<file path="config.mk">
export PLATFORM = sky130hd
export DESIGN_NAME = execute_stage
export DESIGN_NICKNAME = d
export VERILOG_FILES = /design/src/rtl/execute_stage.sv
export SDC_FILE = /design/constraint.sdc
export NUM_CORES = 1
export LEC_CHECK = 0
export ABC_AREA = 1
export BUFFER_PORTS_ARGS = -buffer_cell sky130_fd_sc_hd__buf_2
export CAP_MARGIN = 30
export CORE_MARGIN = 3
export CORE_UTILIZATION = 30
export CTS_CLUSTER_SIZE = 30
export DETAILED_ROUTE_END_ITERATION = 8
export MAX_ROUTING_LAYER = met4
export SLEW_MARGIN = 10
export SYNTH_ARGS = -nofsm -noshare
export SYNTH_HDL_FRONTEND = slang
export SYNTH_SLANG_ARGS = --single-unit
</file>
<file path="constraint.sdc">
create_clock -name clk -period 4.07 [get_ports clk]
set_clock_uncertainty 0.2 [all_clocks]
set_input_delay 0.814 -clock clk [delete_from_list [all_inputs] [get_ports clk]]
set_output_delay 0.814 -clock clk [all_outputs]
set_load 0.005 [all_outputs]
</file>
<file path="src/rtl/execute_stage.sv">
// execute_stage: pipeline stage 3 (execute).
//
// Holds the ID/EX register, operand forwarding, the ALU, a shift-add
// multiplier that runs one iteration per clock, and the EX/MEM register.
//
// Ports
//   clk, rst                  rising-edge clock, synchronous active-high reset
//   flush_in                  loads a bubble into ID/EX on this edge
//   WB_in/MEM_in/EXE_in       control bundle from decode
//   RS_in/RT_in/RD_in         register specifiers
//   dataA_in/dataB_in/imm_in  operands and sign-extended immediate
//   wb_regwrite_in/wb_rd_in/wb_data_in  MEM/WB write-back (forwarding source)
//   busy_out                  multiply in progress, upstream must hold
//   WB_out/MEM_out/alu_out/store_out/dest_out/zero_out  EX/MEM register
//
// Handshake: upstream presents a bundle and keeps it on the inputs until an
// edge that sees busy_out=0 and does not start a multiply. The edge that
// starts a multiply keeps the mult in ID/EX, so the bundle presented for that
// edge stays upstream for the whole busy period and is taken by the first
// capture after busy_out drops.
module execute_stage #(
  parameter int WIDTH      = 32,
  parameter int MUL_CYCLES = 32
) (
  input  logic             clk,
  input  logic             rst,
  input  logic             flush_in,
  input  logic [1:0]       WB_in,
  input  logic [2:0]       MEM_in,
  input  logic [3:0]       EXE_in,
  input  logic [4:0]       RS_in,
  input  logic [4:0]       RT_in,
  input  logic [4:0]       RD_in,
  input  logic [WIDTH-1:0] dataA_in,
  input  logic [WIDTH-1:0] dataB_in,
  input  logic [WIDTH-1:0] imm_in,
  input  logic             wb_regwrite_in,
  input  logic [4:0]       wb_rd_in,
  input  logic [WIDTH-1:0] wb_data_in,
  output logic             busy_out,
  output logic [1:0]       WB_out,
  output logic [2:0]       MEM_out,
  output logic [WIDTH-1:0] alu_out,
  output logic [WIDTH-1:0] store_out,
  output logic [4:0]       dest_out,
  output logic             zero_out
);
  localparam int CW = $clog2(MUL_CYCLES) + 1;

  typedef enum logic [1:0] {IDLE = 2'd0, MUL = 2'd1, DONE = 2'd2} state_t;
  state_t state, state_next;

  // ID/EX register
  logic [1:0]       ie_wb;
  logic [2:0]       ie_mem;
  logic [3:0]       ie_exe;
  logic [4:0]       ie_rs, ie_rt, ie_rd;
  logic [WIDTH-1:0] ie_a, ie_b, ie_imm;

  // multiplier datapath
  logic [WIDTH-1:0] mcand, mplier, acc;
  logic [CW-1:0]    cnt;

  logic [WIDTH-1:0] fwd_a, fwd_b, alu_b, alu_res;
  logic [5:0]       funct;
  logic [4:0]       shamt;
  logic [4:0]       dest;
  logic             is_mult, mul_start, hold_idex;

  assign funct     = ie_imm[5:0];
  assign shamt     = ie_imm[10:6];
  assign dest      = ie_exe[3] ? ie_rd : ie_rt;
  assign is_mult   = (ie_exe[2:1] == 2'b10) && (funct == 6'h18);
  assign mul_start = (state == IDLE) && is_mult;
  assign busy_out  = (state != IDLE);
  // The start edge also keeps ID/EX so the mult's WB/MEM/dest survive.
  assign hold_idex = busy_out || mul_start;

  // Forwarding: EX/MEM first, then MEM/WB; r0 is never forwarded.
  always_comb begin
    fwd_a = ie_a;
    if (ie_rs != 5'd0 && WB_out[1] && dest_out == ie_rs)
      fwd_a = alu_out;
    else if (ie_rs != 5'd0 && wb_regwrite_in && wb_rd_in == ie_rs)
      fwd_a = wb_data_in;
  end

  always_comb begin
    fwd_b = ie_b;
    if (ie_rt != 5'd0 && WB_out[1] && dest_out == ie_rt)
      fwd_b = alu_out;
    else if (ie_rt != 5'd0 && wb_regwrite_in && wb_rd_in == ie_rt)
      fwd_b = wb_data_in;
  end

  assign alu_b = ie_exe[0] ? ie_imm : fwd_b;

  always_comb begin
    alu_res = '0;
    case (ie_exe[2:1])
      2'b00: alu_res = fwd_a + alu_b;
      2'b01: alu_res = fwd_a - alu_b;
      2'b11: alu_res = fwd_a | ie_imm;
      default: begin
        case (funct)
          6'h20:   alu_res = fwd_a + alu_b;
          6'h22:   alu_res = fwd_a - alu_b;
          6'h24:   alu_res = fwd_a & alu_b;
          6'h25:   alu_res = fwd_a | alu_b;
          6'h2A:   alu_res = {{(WIDTH-1){1'b0}}, ($signed(fwd_a) < $signed(alu_b))};
          6'h00:   alu_res = alu_b << shamt;
          default: alu_res = '0;
        endcase
      end
    endcase
  end

  // FSM
  always_ff @(posedge clk) begin
    if (rst) state <= IDLE;
    else     state <= state_next;
  end

  always_comb begin
    state_next = state;
    case (state)
      IDLE:    if (mul_start) state_next = MUL;
      MUL:     if (cnt == CW'(MUL_CYCLES - 1)) state_next = DONE;
      DONE:    state_next = IDLE;
      default: state_next = IDLE;
    endcase
  end

  // ID/EX
  always_ff @(posedge clk) begin
    if (rst) begin
      ie_wb  <= '0;
      ie_mem <= '0;
      ie_exe <= '0;
      ie_rs  <= '0;
      ie_rt  <= '0;
      ie_rd  <= '0;
      ie_a   <= '0;
      ie_b   <= '0;
      ie_imm <= '0;
    end else if (state == DONE) begin
      // The mult retires on this edge; turn its entry into a bubble so it
      // cannot start again once the FSM is back in IDLE.
      ie_wb  <= '0;
      ie_mem <= '0;
      ie_exe <= '0;
    end else if (!hold_idex) begin
      ie_wb  <= flush_in ? 2'b0 : WB_in;
      ie_mem <= flush_in ? 3'b0 : MEM_in;
      ie_exe <= flush_in ? 4'b0 : EXE_in;
      ie_rs  <= RS_in;
      ie_rt  <= RT_in;
      ie_rd  <= RD_in;
      ie_a   <= dataA_in;
      ie_b   <= dataB_in;
      ie_imm <= imm_in;
    end
  end

  // Shift-add multiplier, low WIDTH bits only.
  always_ff @(posedge clk) begin
    if (rst) begin
      mcand  <= '0;
      mplier <= '0;
      acc    <= '0;
      cnt    <= '0;
    end else if (mul_start) begin
      mcand  <= fwd_a;
      mplier <= fwd_b;
      acc    <= '0;
      cnt    <= '0;
    end else if (state == MUL) begin
      acc    <= acc + (mplier[0] ? mcand : '0);
      mcand  <= mcand << 1;
      mplier <= mplier >> 1;
      cnt    <= cnt + CW'(1);
    end
  end

  // EX/MEM
  always_ff @(posedge clk) begin
    if (rst) begin
      WB_out    <= '0;
      MEM_out   <= '0;
      alu_out   <= '0;
      store_out <= '0;
      dest_out  <= '0;
      zero_out  <= 1'b0;
    end else if (state == DONE) begin
      WB_out    <= ie_wb;
      MEM_out   <= ie_mem;
      alu_out   <= acc;
      store_out <= '0;
      dest_out  <= dest;
      zero_out  <= (acc == '0);
    end else if (mul_start || state == MUL) begin
      WB_out    <= '0;
      MEM_out   <= '0;
      alu_out   <= '0;
      store_out <= '0;
      dest_out  <= '0;
      zero_out  <= 1'b1;
    end else begin
      WB_out    <= ie_wb;
      MEM_out   <= ie_mem;
      alu_out   <= alu_res;
      store_out <= fwd_b;
      dest_out  <= dest;
      zero_out  <= (alu_res == '0);
    end
  end
endmodule

</file>
Word-level counts from Yosys, hierarchy flattened --
Cells that the tools add are included.
Operators by class: multiplexer cells 29, div/mod/pow operators 0, eq/ne operators 18, bitwise operators 5, shift-type cells 1, add/sub/neg operators 4, reductions and logical operators 26, magnitude comparators 1, multiply operators 0
Operators by type and width (count):
- $mux 32 | 12
- $pmux 32 s6 | 1
- $pmux 32 s3 | 1
- $add 32x32->32 | 2
- $logic_not 32->1 | 2
- $or 32x32->32 | 2
- $and 32x32->32 | 1
- $lt 32x32->1 | 1
- $shl 32x5->32 | 1
- $sub 32x32->32 | 1
- $eq 6x6->1 const B | 5
- $eq 5x5->1 | 4
- $mux 5 | 3
- $eq 6x5->1 const B | 2
- $logic_and 1x1->1 | 10
- $mux 2 | 5
- $reduce_bool 5->1 | 2
- $mux 3 | 3
- $add 6x1->6 const B | 1
- $eq 2x2->1 const B | 3
- $logic_not 6->1 | 1
- $eq 2x1->1 const B | 2
- $logic_not 2->1 | 2
- $mux 4 | 1
- other kinds (9) | 16
Word-level totals: bits in read-only memories 0, bits of input ports 161, logic and storage cells 104, bits in writable memories 0, register bits 299, output and inout bits 76, latch bits 0, memories 0

Longest topological paths before layout --
depth after elaboration 12, gate-level depth with buffers 39, gate-level depth less buffers 39

Worst setup path after synthesis --
No wires, ideal clock.
path kind in2reg, start input port wb_rd_in[4], end register zero_out, required time 3811 ps, library setup time 59 ps, cell stages on the path 32, arrival time 4208 ps, path slack -398 ps, buffers on the path 1, cells stage by stage xnor2_1 o211ai_1 nor3_1 nand2_1 buf_2 or2_0 o21ai_0 a21oi_1 ha_1 inv_1 fa_1 inv_1 nand2_1 a21oi_1 nand2_1 nand3_1 nand2_1 nand2_1 a21o_1 nand2_1 nand2_1 xor2_1 nor2_1 a211oi_1 nand3_1 nand2_1 nand2_1 nor2_1 nand3_1 nor2_1 nand2_1 nand2_1
Between the ends: word-level cells in the longest chain between the ends 11, elaborated cells on any way between the ends 21, those cells by class add/sub: 2; order compare: 1; eq/ne: 2; shift: 1; mux: 9; bitwise: 3; reduce/logical: 3
RTL lines:
- start: declaration | RTL line 38 | input logic [4:0] wb_rd_in,
- $eq 5x5->1 | RTL line 92 | else if (ie_rt != 5'd0 && wb_regwrite_in && wb_rd_in == ie_rt)
- $logic_and 1x1->1 | RTL line 92
- $mux 32 | RTL line 92
- $mux 32 | RTL line 90 | if (ie_rt != 5'd0 && WB_out[1] && dest_out == ie_rt)
- $mux 32 | RTL line 96 | assign alu_b = ie_exe[0] ? ie_imm : fwd_b;
- $sub 32x32->32, or another cell as far along | RTL line 102, 107
- $pmux 32 s6 | RTL line 105 | case (funct)
- $pmux 32 s3 * | RTL line 100 | case (ie_exe[2:1])
- $logic_not 32->1 * | RTL line 214 | zero_out <= (alu_res == '0);
- $mux 1 * | RTL line 201 | end else if (mul_start || state == MUL) begin
- $mux 1 * | RTL line 194 | end else if (state == DONE) begin
- end signal: assignment | RTL line 200 | zero_out <= (acc == '0);
- end signal: assignment | RTL line 214
- end: declaration | RTL line 46 | output logic zero_out
Mark *: on every way between the ends. The rest lies on a longest branch, timed or not. A chain may end at the register's enable or synchronous reset.

Final worst setup path --
start register ie_rs[2], end register alu_out[19]
Between the ends: word-level cells in the longest chain between the ends 10, elaborated cells on any way between the ends 18, those cells by class add/sub: 2; eq/ne: 2; mux: 6; bitwise: 3; reduce/logical: 5
RTL lines:
- start: declaration | RTL line 57 | logic [4:0] ie_rs, ie_rt, ie_rd;
- start signal: assignment | RTL line 156 | ie_rs <= RS_in;
- $reduce_bool 5->1 | RTL line 82, 84
- $logic_and 1x1->1 (2 in a row) | RTL line 84 | else if (ie_rs != 5'd0 && wb_regwrite_in && wb_rd_in == ie_rs)
- $mux 32 | RTL line 84
- $mux 32 * | RTL line 82 | if (ie_rs != 5'd0 && WB_out[1] && dest_out == ie_rs)
- $sub 32x32->32, or another cell as far along | RTL line 102, 107
- $pmux 32 s6 | RTL line 105
- $pmux 32 s3 * | RTL line 100
- $mux 32 * | RTL line 201
- $mux 32 * | RTL line 194
- end signal: assignment | RTL line 211 | alu_out <= alu_res;
- end: declaration | RTL line 43 | output logic [WIDTH-1:0] alu_out,
Marks and branches as above.

==> metrics.txt <==
# TYPE chip_impl_metric gauge
chip_impl_metric{name="drt_drc_violations_left",unit=""} 0
chip_impl_info{name="r2r_start",value="ie_rs[2]"} 1
chip_impl_info{name="critPathKind",value="flop to flop"} 1
chip_impl_metric{name="layout-drive-gt1-share",unit="%"} 37.7
chip_impl_metric{name="synth_async_sr_flop_share",unit="%"} 0
chip_impl_metric{name="slew-limit-headroom",unit="%"} 31.1
chip_impl_metric{name="grt_max_degree",unit=""} 96
chip_impl_info{name="most-common-layout-cells",value="sky130_fd_sc_hd__buf_4, sky130_fd_sc_hd__nand2_1, sky130_fd_sc_hd__inv_1, sky130_fd_sc_hd__nand3_1, sky130_fd_sc_hd__dfxtp_1"} 1
chip_impl_metric{name="clock_sinks",unit=""} 299
chip_impl_metric{name="vdd_drop_max",unit="mV"} 0.281
chip_impl_metric{name="area_growth",unit="%"} 53.9
chip_impl_metric{name="drt-wirelength-per-cell",unit="um"} 23.2
chip_impl_metric{name="power_density",unit="mW/mm^2"} 320
chip_impl_metric{name="timing.max_cap.violations",unit=""} 0
chip_impl_metric{name="worstSkewPairLatency",unit="ns"} 0.59
chip_impl_metric{name="p_switching",unit="W"} 0.00427
chip_impl_info{name="setup.worst_path.start_class",value="flop"} 1
chip_impl_metric{name="timing.fmax",unit="MHz"} 215
chip_impl_metric{name="synth-seq-area-share",unit="%"} 25.6
chip_impl_info{name="endpoint_kind",value="flop"} 1
chip_impl_info{name="layout.cells.most_common",value="sky130_fd_sc_hd__buf_4"} 1
chip_impl_metric{name="synth_enable_flop_cells",unit=""} 0
chip_impl_metric{name="seq_pwr_share",unit="%"} 28.2
chip_impl_info{name="violations",value="negative setup slack"} 1
chip_impl_metric{name="numCtsBuffers",unit=""} 36
chip_impl_metric{name="layout.nets",unit=""} 4847
chip_impl_metric{name="synth.avg_cell_area",unit="um^2"} 6.42
chip_impl_info{name="hold_start",value="ie_mem[1]"} 1
chip_impl_metric{name="final.setup.worst_slack",unit="ns"} -0.579
chip_impl_metric{name="internal_power",unit="W"} 0.00724
chip_impl_metric{name="min_period_over_period",unit="%"} 114
chip_impl_metric{name="final.min_clock_period",unit="ns"} 4.65
chip_impl_metric{name="cellLeakagePower",unit="nW"} 17.1
chip_impl_metric{name="area.sequential",unit="mm^2"} 0.00601
chip_impl_metric{name="drt-total-wl",unit="mm"} 130
chip_impl_metric{name="reg_to_reg_setup_timing_slack",unit="ns"} -0.58
chip_impl_metric{name="die_span_y",unit="um"} 285
chip_impl_metric{name="r2r_cells",unit=""} 28
chip_impl_info{name="min_delay_worst_endpoint",value="MEM_out[1]"} 1
chip_impl_metric{name="timing.final.setup_violations",unit=""} 27
chip_impl_info{name="r2r_end",value="alu_out[19]"} 1
chip_impl_metric{name="die_width",unit="um"} 285
chip_impl_metric{name="cp_data_arrival_time",unit="ns"} 4.83
chip_impl_metric{name="ys_warn_count",unit=""} 0
chip_impl_metric{name="timing.critical_path.fanout_max",unit=""} 7
chip_impl_info{name="timing.hold.worst.class",value="flop to flop"} 1
chip_impl_metric{name="max_slew.worst_pin.slew",unit="ns"} 1.02
chip_impl_metric{name="ctsHtreeMaxLevel",unit=""} 2
chip_impl_metric{name="detail_route.iter0.violations",unit=""} 3529
chip_impl_metric{name="clk_path_buf_depth",unit=""} 3
chip_impl_metric{name="first_pass_iters",unit=""} 6
chip_impl_info{name="result_of_the_run",value="finished, violations left"} 1
chip_impl_metric{name="port_buffers",unit=""} 236
chip_impl_metric{name="mappedNetlistNets",unit=""} 3938
chip_impl_metric{name="utilization_after_layout",unit="%"} 46.9
chip_impl_metric{name="dp_hpwl",unit="mm"} 103
chip_impl_metric{name="core_region_area",unit="mm^2"} 0.0766
chip_impl_info{name="rsz_0062_raised_after_global_routing",value="yes"} 1
chip_impl_metric{name="first_global_vias",unit=""} 28200
chip_impl_metric{name="grt_pass1_wl",unit="mm"} 186
chip_impl_metric{name="clk_transition_reported_paths",unit="ns"} 0.06
chip_impl_metric{name="drt.antenna.violating_nets",unit=""} 0
chip_impl_metric{name="worst_hold_path.num_cells",unit=""} 2
chip_impl_metric{name="pwr-share-comb",unit="%"} 41.0
chip_impl_metric{name="fillcell_total",unit=""} 7898
chip_impl_metric{name="hold_slack",unit="ns"} 0.242
chip_impl_metric{name="place_congestion",unit=""} 1.06
chip_impl_metric{name="die_area",unit="mm^2"} 0.0812
chip_impl_metric{name="fin_setup_tns",unit="ns"} -9.92
chip_impl_info{name="cpMostUsedCell",value="sky130_fd_sc_hd__buf_6"} 1
chip_impl_metric{name="synth.distinct_cells",unit=""} 64
chip_impl_metric{name="timing.critical_path.slowest_cell_delay",unit="ns"} 0.40
chip_impl_metric{name="net_sw_share",unit="%"} 37.1
chip_impl_info{name="clock-root-buffer",value="sky130_fd_sc_hd__clkbuf_16"} 1
chip_impl_metric{name="grt_util_all_layers",unit="%"} 31.4
chip_impl_metric{name="power.clock.fraction",unit="%"} 30.8
chip_impl_metric{name="number_of_vias_per_cell",unit=""} 5.35
chip_impl_metric{name="multi_input_comb_area",unit="mm^2"} 0.0173
chip_impl_metric{name="initial_standard_cell_utilization_of_the_core",unit="%"} 30.5
chip_impl_metric{name="slew_viol_final",unit=""} 0
chip_impl_metric{name="post_synth_instance_area",unit="mm^2"} 0.0233
chip_impl_metric{name="initial_antenna_violation_count",unit=""} 1
chip_impl_metric{name="worstPathRequired",unit="ns"} 4.26
chip_impl_metric{name="global_route.overflow_total",unit=""} 0
chip_impl_metric{name="i_o_pin_count",unit=""} 237
chip_impl_metric{name="detailed_route_via_count",unit=""} 30000
chip_impl_info{name="synthFlopType",value="sky130_fd_sc_hd__dfxtp_1"} 1
chip_impl_metric{name="syn_inst",unit=""} 3639
chip_impl_info{name="cts_tree",value="done"} 1
chip_impl_info{name="crit_slowest_cell",value="sky130_fd_sc_hd__o211ai_1"} 1
chip_impl_metric{name="core.rowCount",unit=""} 101
chip_impl_metric{name="synth-seq-cells",unit=""} 299
chip_impl_metric{name="count_of_final_hold_check_violations",unit=""} 0
logic make-up (layout without fill, tap and decap cells):
family,count (synthesis),in the layout,share of synthesized area [%]
and+or+nand+nor,1576,1577,30.9
xor gates and xnor gates,73,73,2.74
AOI/OAI and AO/OA,854,854,21.3
adders and majority gates,138,138,7.49
buffers and inverters,699,1635,12.0
other,0,1,0
DFF,299,299,25.6
stage by stage:
stage          worst slack [ns]  instance area (um^2)  cells  total power [W]
2_1_floorplan            -0.229                 23500   3639          0.00482
3_3_place_gp              -1.58                 30500   5403          0.00697
3_5_place_dp              -1.52                 30500   5403          0.00695
4_1_cts                  -0.496                 34700   5562           0.0111
5_1_grt                  -0.749                 35900   5607           0.0119
6_report                 -0.579                 35900   5607           0.0115
worst max-delay path by stage:
stage / start / to / depth (start not counted) / slack [ns]
after global routing: ie_rt[3] / zero_out / 38 / -0.75
after detailed placement: wb_rd_in[4] / zero_out / 32 / -1.52
after global placement: wb_rd_in[4] / zero_out / 32 / -1.58
final: ie_rs[2] / alu_out[19] / 28 / -0.58
after CTS: ie_rs[2] / zero_out / 30 / -0.50
after floorplan: wb_rd_in[4] / zero_out / 29 / -0.23
routing by layer:
layer / up-vias / wire [um] / global-route usage [%]
met4: 0 / 7410 / 13.7
met2: 1663 / 55600 / 46.9
li1: 13900 / - / -
met3: 362 / 13600 / 6.62
met1: 14100 / 53700 / 40.8
met5: - / 0 / -
power groups by stage:
stage | clock (W) | sequential, W | combinational, W
floorplan | 0 | 0.00320 | 0.00161
global placement | 0 | 0.00329 | 0.00368
detailed placement | 0 | 0.00329 | 0.00366
CTS | 0.00357 | 0.00323 | 0.00426
global route | 0.00369 | 0.00324 | 0.00495
finish | 0.00355 | 0.00324 | 0.00472
critical path, delay by kind of cell, from the launching register on:
family	cells	cell delay (ns)
buf+inv	7	0.97
fa+ha+maj	1	0.30
simple gates	12	1.31
compound gates	7	1.15
xor+xnor	1	0.17
flops	1	0.33
what timing repair did:
item	4_1_cts	5_1_grt
endpoints found under the hold margin	0	0
resized for setup	486	205
setup buffers	104	55
hold buffers	0	0
setup endpoints to repair	30	31
cloned	6	0
pin swaps	185	182
layout make-up:
type | instances | share of cell area (%)
clock buffer | 47 | 2.82
inverter | 491 | 5.28
timing repair buffer | 1078 | 22.8
multi-input combinational | 2642 | 48.0
sequential | 299 | 16.7
clock inverter | 19 | 0.763
antenna | 1 | 0.00697
tap | 1030 | 3.59
state kept, by name (all words and copies together), names as in the netlist, 6 cells and up:
name / cells
ie_b: 32
mplier: 32
store_out: 32
alu_out: 32
ie_a: 32
ie_imm: 32
cnt: 6
mcand: 32
acc: 32
cell usage after synthesis (42+ instances only):
library cell / n / area (um^2)
sky130_fd_sc_hd__clkbuf_1: 127 / 477
sky130_fd_sc_hd__o21ai_0: 322 / 1610
sky130_fd_sc_hd__a21oi_1: 267 / 1340
sky130_fd_sc_hd__o211ai_1: 42 / 315
sky130_fd_sc_hd__ha_1: 135 / 1690
sky130_fd_sc_hd__inv_1: 468 / 1760
sky130_fd_sc_hd__buf_2: 54 / 270
sky130_fd_sc_hd__nand3_2: 66 / 661
sky130_fd_sc_hd__nand2_1: 685 / 2570
sky130_fd_sc_hd__nand3_1: 364 / 1820
sky130_fd_sc_hd__xor2_1: 57 / 499
sky130_fd_sc_hd__nor2_1: 314 / 1180
sky130_fd_sc_hd__dfxtp_1: 299 / 5990
(Power assumes the default switching activity.)
